`config.mk`:
```
export PLATFORM = sky130hd
export DESIGN_NAME = instruction_fetch_unit
export DESIGN_NICKNAME = d
export VERILOG_FILES = /design/src/rtl/instruction_fetch_unit.sv
export SDC_FILE = /design/constraint.sdc
export NUM_CORES = 1
export LEC_CHECK = 0
export CAP_MARGIN = 20
export CORE_ASPECT_RATIO = 0.7
export CORE_UTILIZATION = 35
export CTS_BUF_LIST = sky130_fd_sc_hd__clkbuf_8
export CTS_CLUSTER_DIAMETER = 40
export DETAILED_ROUTE_END_ITERATION = 16
export GPL_ROUTABILITY_DRIVEN = 0
export GPL_TIMING_DRIVEN = 0
export HOLD_SLACK_MARGIN = 0.12
export SKIP_CTS_REPAIR_TIMING = 1
export SYNTH_ARGS = -nofsm -noshare
export SYNTH_HDL_FRONTEND = slang
export SYNTH_SLANG_ARGS = --single-unit
```
`constraint.sdc`:
```
create_clock -name Clock -period 8.3 [get_ports Clock]
set_input_delay 1.66 -clock Clock [delete_from_list [all_inputs] [get_ports Clock]]
set_output_delay 1.66 -clock Clock [all_outputs]
set_load 0.01 [all_outputs]
```
`src/rtl/instruction_fetch_unit.sv`:
```
// instruction_fetch_unit: fetch front end for the single-issue MIPS core.
// Owns the fetch PC, reads the combinational instruction memory, buffers
// {pc, instr} pairs in a small prefetch FIFO and hands them to decode with
// a valid/ready handshake. Handles branch/jump redirects (flush) and a
// halt/drain request.
//
// Optional feature macro: IFETCH_TRACE_EN (simulation-only fetch/redirect trace).
//
// Parameters:
//   RESET_PC     fetch word address loaded on reset
//   DEPTH        prefetch FIFO entries (2 or 4)
// Ports:
//   Clock          sole clock, rising edge
//   Reset_n        asynchronous active-low reset
//   ReadAddress    word address to instruction memory (fetch PC register)
//   Instruction    memory read data, combinational from ReadAddress
//   InstrOut       instruction at FIFO head
//   InstrPC        word address of InstrOut
//   InstrValid     FIFO not empty
//   InstrReady     decode accepts the head entry
//   Redirect       one-cycle taken branch/jump pulse
//   RedirectTarget new fetch word address
//   Halt           level request to stop fetching and drain
//   Halted         high while in the HALTED state
module instruction_fetch_unit #(
  parameter logic [31:0] RESET_PC = 32'd0,
  parameter int unsigned DEPTH    = 2
) (
  input  logic        Clock,
  input  logic        Reset_n,
  output logic [31:0] ReadAddress,
  input  logic [31:0] Instruction,
  output logic [31:0] InstrOut,
  output logic [31:0] InstrPC,
  output logic        InstrValid,
  input  logic        InstrReady,
  input  logic        Redirect,
  input  logic [31:0] RedirectTarget,
  input  logic        Halt,
  output logic        Halted
);

  localparam int unsigned CW = $clog2(DEPTH + 1);
  localparam int unsigned AW = 32;

  typedef enum logic [1:0] {BOOT, RUN, DRAIN, HALTED} state_t;

  state_t          state, state_n;
  logic [AW-1:0]   fetch_pc, fetch_pc_n;
  logic [CW-1:0]   count, count_n, count_mid;
  logic [AW-1:0]   q_pc      [DEPTH];
  logic [AW-1:0]   q_pc_n    [DEPTH];
  logic [AW-1:0]   q_instr   [DEPTH];
  logic [AW-1:0]   q_instr_n [DEPTH];
  logic            valid_q, valid_n;
  logic            halted_q, halted_n;
  logic            pop, pop_eff, push, redirect_now;

  assign ReadAddress = fetch_pc;
  assign InstrOut    = q_instr[0];
  assign InstrPC     = q_pc[0];
  assign InstrValid  = valid_q;
  assign Halted      = halted_q;

  // State register plus FIFO/PC datapath registers.
  always_ff @(posedge Clock or negedge Reset_n) begin
    if (!Reset_n) begin
      state    <= BOOT;
      fetch_pc <= RESET_PC;
      count    <= '0;
      valid_q  <= 1'b0;
      halted_q <= 1'b0;
      for (int unsigned i = 0; i < DEPTH; i++) begin
        q_pc[i]    <= '0;
        q_instr[i] <= '0;
      end
    end else begin
      state    <= state_n;
      fetch_pc <= fetch_pc_n;
      count    <= count_n;
      valid_q  <= valid_n;
      halted_q <= halted_n;
      q_pc     <= q_pc_n;
      q_instr  <= q_instr_n;
    end
  end

  // Next-state, push/pop decisions and FIFO update. The head lives in
  // entry 0 so InstrOut/InstrPC come straight from flops.
  always_comb begin
    state_n      = state;
    fetch_pc_n   = fetch_pc;
    q_pc_n       = q_pc;
    q_instr_n    = q_instr;
    push         = 1'b0;
    pop          = valid_q & InstrReady;
    redirect_now = Redirect & (state != BOOT);
    pop_eff      = pop & ~redirect_now;
    count_mid    = count - CW'(pop_eff);

    case (state)
      BOOT:   state_n = RUN;
      RUN: begin
        if (Halt) state_n = DRAIN;
        else      push    = (count_mid < CW'(DEPTH));  // room, or a pop frees a slot
      end
      DRAIN: begin
        if (!Halt)                state_n = RUN;
        else if (count_mid == '0) state_n = HALTED;
      end
      HALTED: if (!Halt) state_n = RUN;
      default: state_n = BOOT;
    endcase

    if (redirect_now) begin
      state_n = RUN;
      push    = 1'b0;
    end

    // Shift out the head on pop; the vacated tail slot keeps stale data.
    if (pop_eff) begin
      for (int unsigned i = 0; i + 1 < DEPTH; i++) begin
        q_pc_n[i]    = q_pc[i+1];
        q_instr_n[i] = q_instr[i+1];
      end
    end

    if (push) begin
      for (int unsigned i = 0; i < DEPTH; i++) begin
        if (CW'(i) == count_mid) begin
          q_pc_n[i]    = fetch_pc;
          q_instr_n[i] = Instruction;
        end
      end
      fetch_pc_n = fetch_pc + 32'd1;
    end

    if (redirect_now) begin
      fetch_pc_n = RedirectTarget;
      count_n    = '0;
    end else begin
      count_n    = count_mid + CW'(push);
    end

    valid_n  = (count_n != '0);
    halted_n = (state_n == HALTED);
  end

`ifdef IFETCH_TRACE_EN
  // Simulation-only trace of fetches and redirects.
  always @(posedge Clock) begin
    if (Reset_n) begin
      if (push)         $display("Fetch PC %d: %b", fetch_pc, Instruction);
      if (redirect_now) $display("Redirect -> %d", RedirectTarget);
    end
  end
`endif

endmodule

```
# Yosys cells after proc, flatten, opt, wreduce, memory -nomap -nowiden
# Cells that the tools add are included.
# totals
romBits	0
out_inout_bits	98
word_cells	48
memories	0
latchBits	0
register_bits	166
ram_bits	0
# op_classes
addsub	3
mul	0
n_eq_ne	5
n_mux	20
n_bitwise	4
n_reduce_logical	6
magnitude_cmp	1
div	0
shifts	0
# ops
cell	n
2-to-1 mux 32 bit	8
2-to-1 mux 64 bit	2
adder 32 x 1 -> 32 bit, second input constant	1
2-to-1 mux 2 bit	6
case mux 2 bit (4 select lines)	1
equality test 2 bit, second input constant	3
nonzero test 2 bit	3
zero test 2 bit	2
bitwise AND 1 bit	3
2-to-1 mux 1 bit	3
adder 2 x 1 -> 2 bit	1
equality test 1 x 2 -> 1 bit, first input constant	1
equality test 2 x 1 -> 1 bit, second input constant	1
< comparator 2 bit, second input constant	1
AND reduction 2 bit	1
subtractor 2 x 1 -> 2 bit	1
inverter 1 bit	1

# Depth between registers and ports, before layout
# logic_depth
depth_word	12
ltp_mapped	14
ltp_nobuf	10

# Worst setup path after synthesis
# OpenSTA, ideal clock, no wires.
# synth_path
path_kind	input-to-reg
start	input Redirect
end	register valid_q (netlist: InstrValid)
arrival_time_ns	4.457
setup_ns	0.127
path_buffers	3
stages	12
path_slack_ns	3.716
cell_sequence	o21ai_1 and3_1 clkbuf_2 clkbuf_1 ha_1 xor2_1 or3_1 buf_2 inv_2 ha_1 and2_1 or2_2
# synth_between
elab_chain_cells	11
# synth_rtl
item	line_no	rtl
start: declaration	37	input logic Redirect,
bitwise AND 1 bit *	97	redirect_now = Redirect & (state != BOOT);
inverter 1 bit	98	pop_eff = pop & ~redirect_now;
bitwise AND 1 bit	98	
subtractor 2 x 1 -> 2 bit	99	count_mid = count - CW'(pop_eff);
< comparator 2 bit	105	else push = (count_mid < CW'(DEPTH));
2-to-1 mux 1 bit	104	if (Halt) state_n = DRAIN;
2-to-1 mux 1 bit	101	case (state)
2-to-1 mux 1 bit	115	if (redirect_now) begin
adder 2 x 1 -> 2 bit	142	count_n = count_mid + CW'(push);
2-to-1 mux 2 bit *	138	if (redirect_now) begin
net count_n[0]	50	logic [CW-1:0] count, count_n, count_mid;
nonzero test 2 bit *	145	valid_n = (count_n != '0);
net valid_n	55	logic valid_q, valid_n;
end signal: assignment	81	valid_q <= valid_n;
end: declaration	55	
# Mark *: on every way through the listed nets, which the timed path passes. The rest lies on a longest branch.
# A chain may end at the register's enable or synchronous reset.

==> impl_metrics.ini <==
[run_status]
outcome = complete, no violations

[placed_design]
pre_cts_ws_ns = 2.39
place_area_um2 = 9970
placed_cells = 1170
io_buffers = 166
hpwl_um = 14300

[finish]
final_util_pct = 47.4
final_layout_size_suffix_gt1_share_pct = 14.5
fin_area_um2 = 10400
register_area_um2 = 4150
syn_to_final_growth_pct = 31.5
fillers = 2084
multi_input_area_um2 = 3050
num-nets-final = 979
layout.cells.non_filler = 1203

[sta]
max_slew_margin_pct = 37.4
hold_violations = 0
slew_violations = 0
rsz0062_at_grt = no
tightestPinTransition_ns = 0.932
skew_ns = 0.0142
period_share_pct = 65.7
max_freq_mhz = 184
layout_setup_ws_ns = 2.85
finalCriticalPeriod_ns = 5.45
setup_viol = 0

[route]
wl_met2_um = 8500
drt-wirelength-per-cell_um = 17.0
drcViolationCount = 0
dr_total_vias = 5764
wl_met1_um = 10600
drt-total-wl_um = 20500
wl_met3_um = 1150
highest_layer = met4
ant_nets = 0
dr.first_iter.drc_count = 278
routed_via_density = 4.79
drtPass1Iterations = 5

[synthesis]
netlist_top_cells_area = dfrtp_1 52%, mux2_1 9.1%, mux2i_1 8.2%
synth_top_cell_area_share_pct = 52.4
ys_seq_area_share_pct = 52.4
synth_edf_count = 0
syn-instance-count = 721
yosys_warnings = 0
synth-main-ff-cell = dfrtp_1
synth-async-reset-ratio_pct = 100
synth.net_count = 793
ys_types = 44
post_synth.cell_area_avg_um2 = 11.0
yosysTopAreaCell = dfrtp_1
ys_seq_elements = 166
netlist_area_um2 = 7920

[hold_path]
min_path_type = reg2reg

[power_and_ir_drop]
power.share.switching_pct = 31.0
internal-power_mw = 2.28
vdd_ir_drop_max_mv = 0.114
p_switching_mw = 1.03
leakage_nw = 4.39
p_clk_share_pct = 19.6
pwr_density_cell_nw_per_um2 = 318
p_comb_share_pct = 39.7
power_frac_seq_pct = 40.7

[global_routing]
grt_max_degree = 104
antenna_found_initial = 2
overflow = 0
grt_usage_pct = 18.1
grt_pass1_vias = 5559
grt_first_pass_wirelength_um = 32000

[floorplanning]
start_util_pct = 36.1
die_y_um = 128
fp.dieW_um = 182
boundaryPins = 167
core_um2 = 22000
dieArea_um2 = 23200
fp-row-count = 45

[setup_path]
worstPathArrival_ns = 5.78
slowest_stage = xor2_1
required_ns = 8.63
crit_top_cell = buf_2
cp-end-kind = flop
rrSetupSlack_ns = 3.92
crit_path_start_kind = input pin
worstSetupPathType = in2reg
worstPathCellList = clkdlybuf4s50_1 -> o21ai_1 -> and3_1 -> clkbuf_2 -> clkbuf_1 -> ha_1 -> xor2_1 -> or3_1 -> buf_2 -> inv_2 -> nand2_1 -> buf_2 -> buf_2 -> a21oi_1
cp_top_family = buffers and inverters
worstPathMaxFanout = 10
worst-path-buf-inv = 7
max_stage_delay_ns = 0.64

[cts]
clk_latency_ns = 0.46
htreeDepth = 4
cts_made_buffers = 17
cts.sinks = 166
cts_tree = yes
clockBufferDepth = 2
clk_pin_slew_worst_paths_ns = 0.09
clockRootBuffer = clkbuf_8

[run]
cap_violations = 0
[cells in the mapped netlist (all sizes together) (2+ instances only)]
master,number
nand3,12
and4,2
mux2,65
clkbuf,12
nor2b,2
or3,2
o211ai,2
or4,3
a22oi,2
nand4,13
nor3,6
xnor2,10
inv,7
dfrtp,166
xor2,17
nor2,78
buf,93
ha,3
and3,2
and2,2
a31oi,5
nor4,5
o21a,2
a21oi,65
mux2i,65
nand2,42
o311ai,2
o21ai,31
[worst reg2reg max path, cell delays in order (launching register included)]
cell,delay (ns)
dfrtp_1,0.43
o21ai_1,0.54
and3_1,0.24
clkbuf_2,0.11
clkbuf_1,0.58
ha_1,0.29
xor2_1,0.64
or3_1,0.20
buf_2,0.27
inv_2,0.13
nand2_1,0.09
buf_2,0.26
buf_2,0.35
a21oi_1,0.12
[state kept, by name, indices dropped and copies added, names as in the netlist]
| signal | count |
|---|---|
| q_pc | 32 |
| Halted | 1 |
| count | 2 |
| q_instr | 32 |
| InstrValid | 1 |
| InstrPC | 32 |
| state | 2 |
| ReadAddress | 32 |
| InstrOut | 32 |
[per-stage QoR]
stage	power (mW)	setup TNS (ns)	hold WS (ns)
6_report	3.31	0	0.490
3_3_place_gp	2.66	-266.04	0.472
2_1_floorplan	2.09	0	0.458
3_5_place_dp	2.68	0	0.475
4_1_cts	3.34	0	0.496
5_1_grt	3.52	0	0.507
[layout make-up]
| type | count | share of cell area (%) |
|---|---|---|
| sequential | 166 | 39.9 |
| multi-input combinational | 443 | 29.3 |
| timing repair buffer | 167 | 16.3 |
| buffer | 105 | 6.65 |
| tap | 282 | 3.39 |
| clock buffer | 19 | 2.51 |
| clock inverter | 13 | 1.74 |
| inverter | 7 | 0.252 |
| antenna | 1 | 0.0240 |
[worst paths after layout]
kind                       startpoint               to  cells past startpoint
min in group asynchronous     Reset_n     InstrOut[20]                      1
max reg2reg                  state[1]      InstrPC[25]                     13
max                          Redirect      InstrPC[25]                     14
max in group asynchronous     Reset_n  ReadAddress[18]                      2
min                           q_pc[8]          q_pc[8]                      1
min reg2reg                   q_pc[8]          q_pc[8]                      1
[kinds of logic (layout without fill, tap and decap cells)]
kind of cell | after synthesis | after routing | synth area share, %
buffers and inverters | 112 | 311 | 9.07
XOR/XNOR | 27 | 27 | 2.99
adder cells (fa/ha/maj) | 3 | 3 | 0.474
AND/OR/NAND/NOR | 172 | 172 | 10.1
AO/OA/AOI/OAI | 111 | 111 | 7.42
other | 0 | 1 | 0
flip-flops | 166 | 166 | 52.4
multiplexers | 130 | 130 | 17.5
[power groups by stage]
stage	clock [mW]	sequential (mW)	combinational (mW)
finish	0.650	1.35	1.31
detailed placement	0	1.36	1.32
CTS	0.670	1.35	1.33
floorplan	0	1.31	0.782
global placement	0	1.36	1.31
global route	0.696	1.39	1.43
[cell usage in the layout (no fill, tap or decap), types with 3 or more instances in the layout]
cell type,netlist,layout
nand4_1,13,13
nor4_1,3,3
a31oi_1,5,5
inv_1,6,8
nand3_1,12,12
nand2_1,42,42
buf_2,21,21
clkinvlp_4,0,3
mux2_1,64,64
xor2_1,17,17
mux2i_1,65,65
a21oi_1,65,65
nor2_1,77,77
xnor2_1,10,10
dfrtp_1,166,166
ha_1,3,3
clkbuf_8,0,19
buf_4,70,70
nor3_1,5,5
bufinv_16,0,4
clkbuf_1,11,11
clkinv_4,0,3
clkdlybuf4s50_1,0,165
o21ai_1,29,29
[layer usage]
| metal | vias up | global-route usage [%] |
|---|---|---|
| li1 | 2806 | - |
| met1 | 2780 | 27.1 |
| met2 | 160 | 25.9 |
| met4 | 0 | 5.38 |
| met3 | 18 | 3.95 |
| met5 | - | 0 |
No activity file was read; power rests on OpenSTA's default activity.
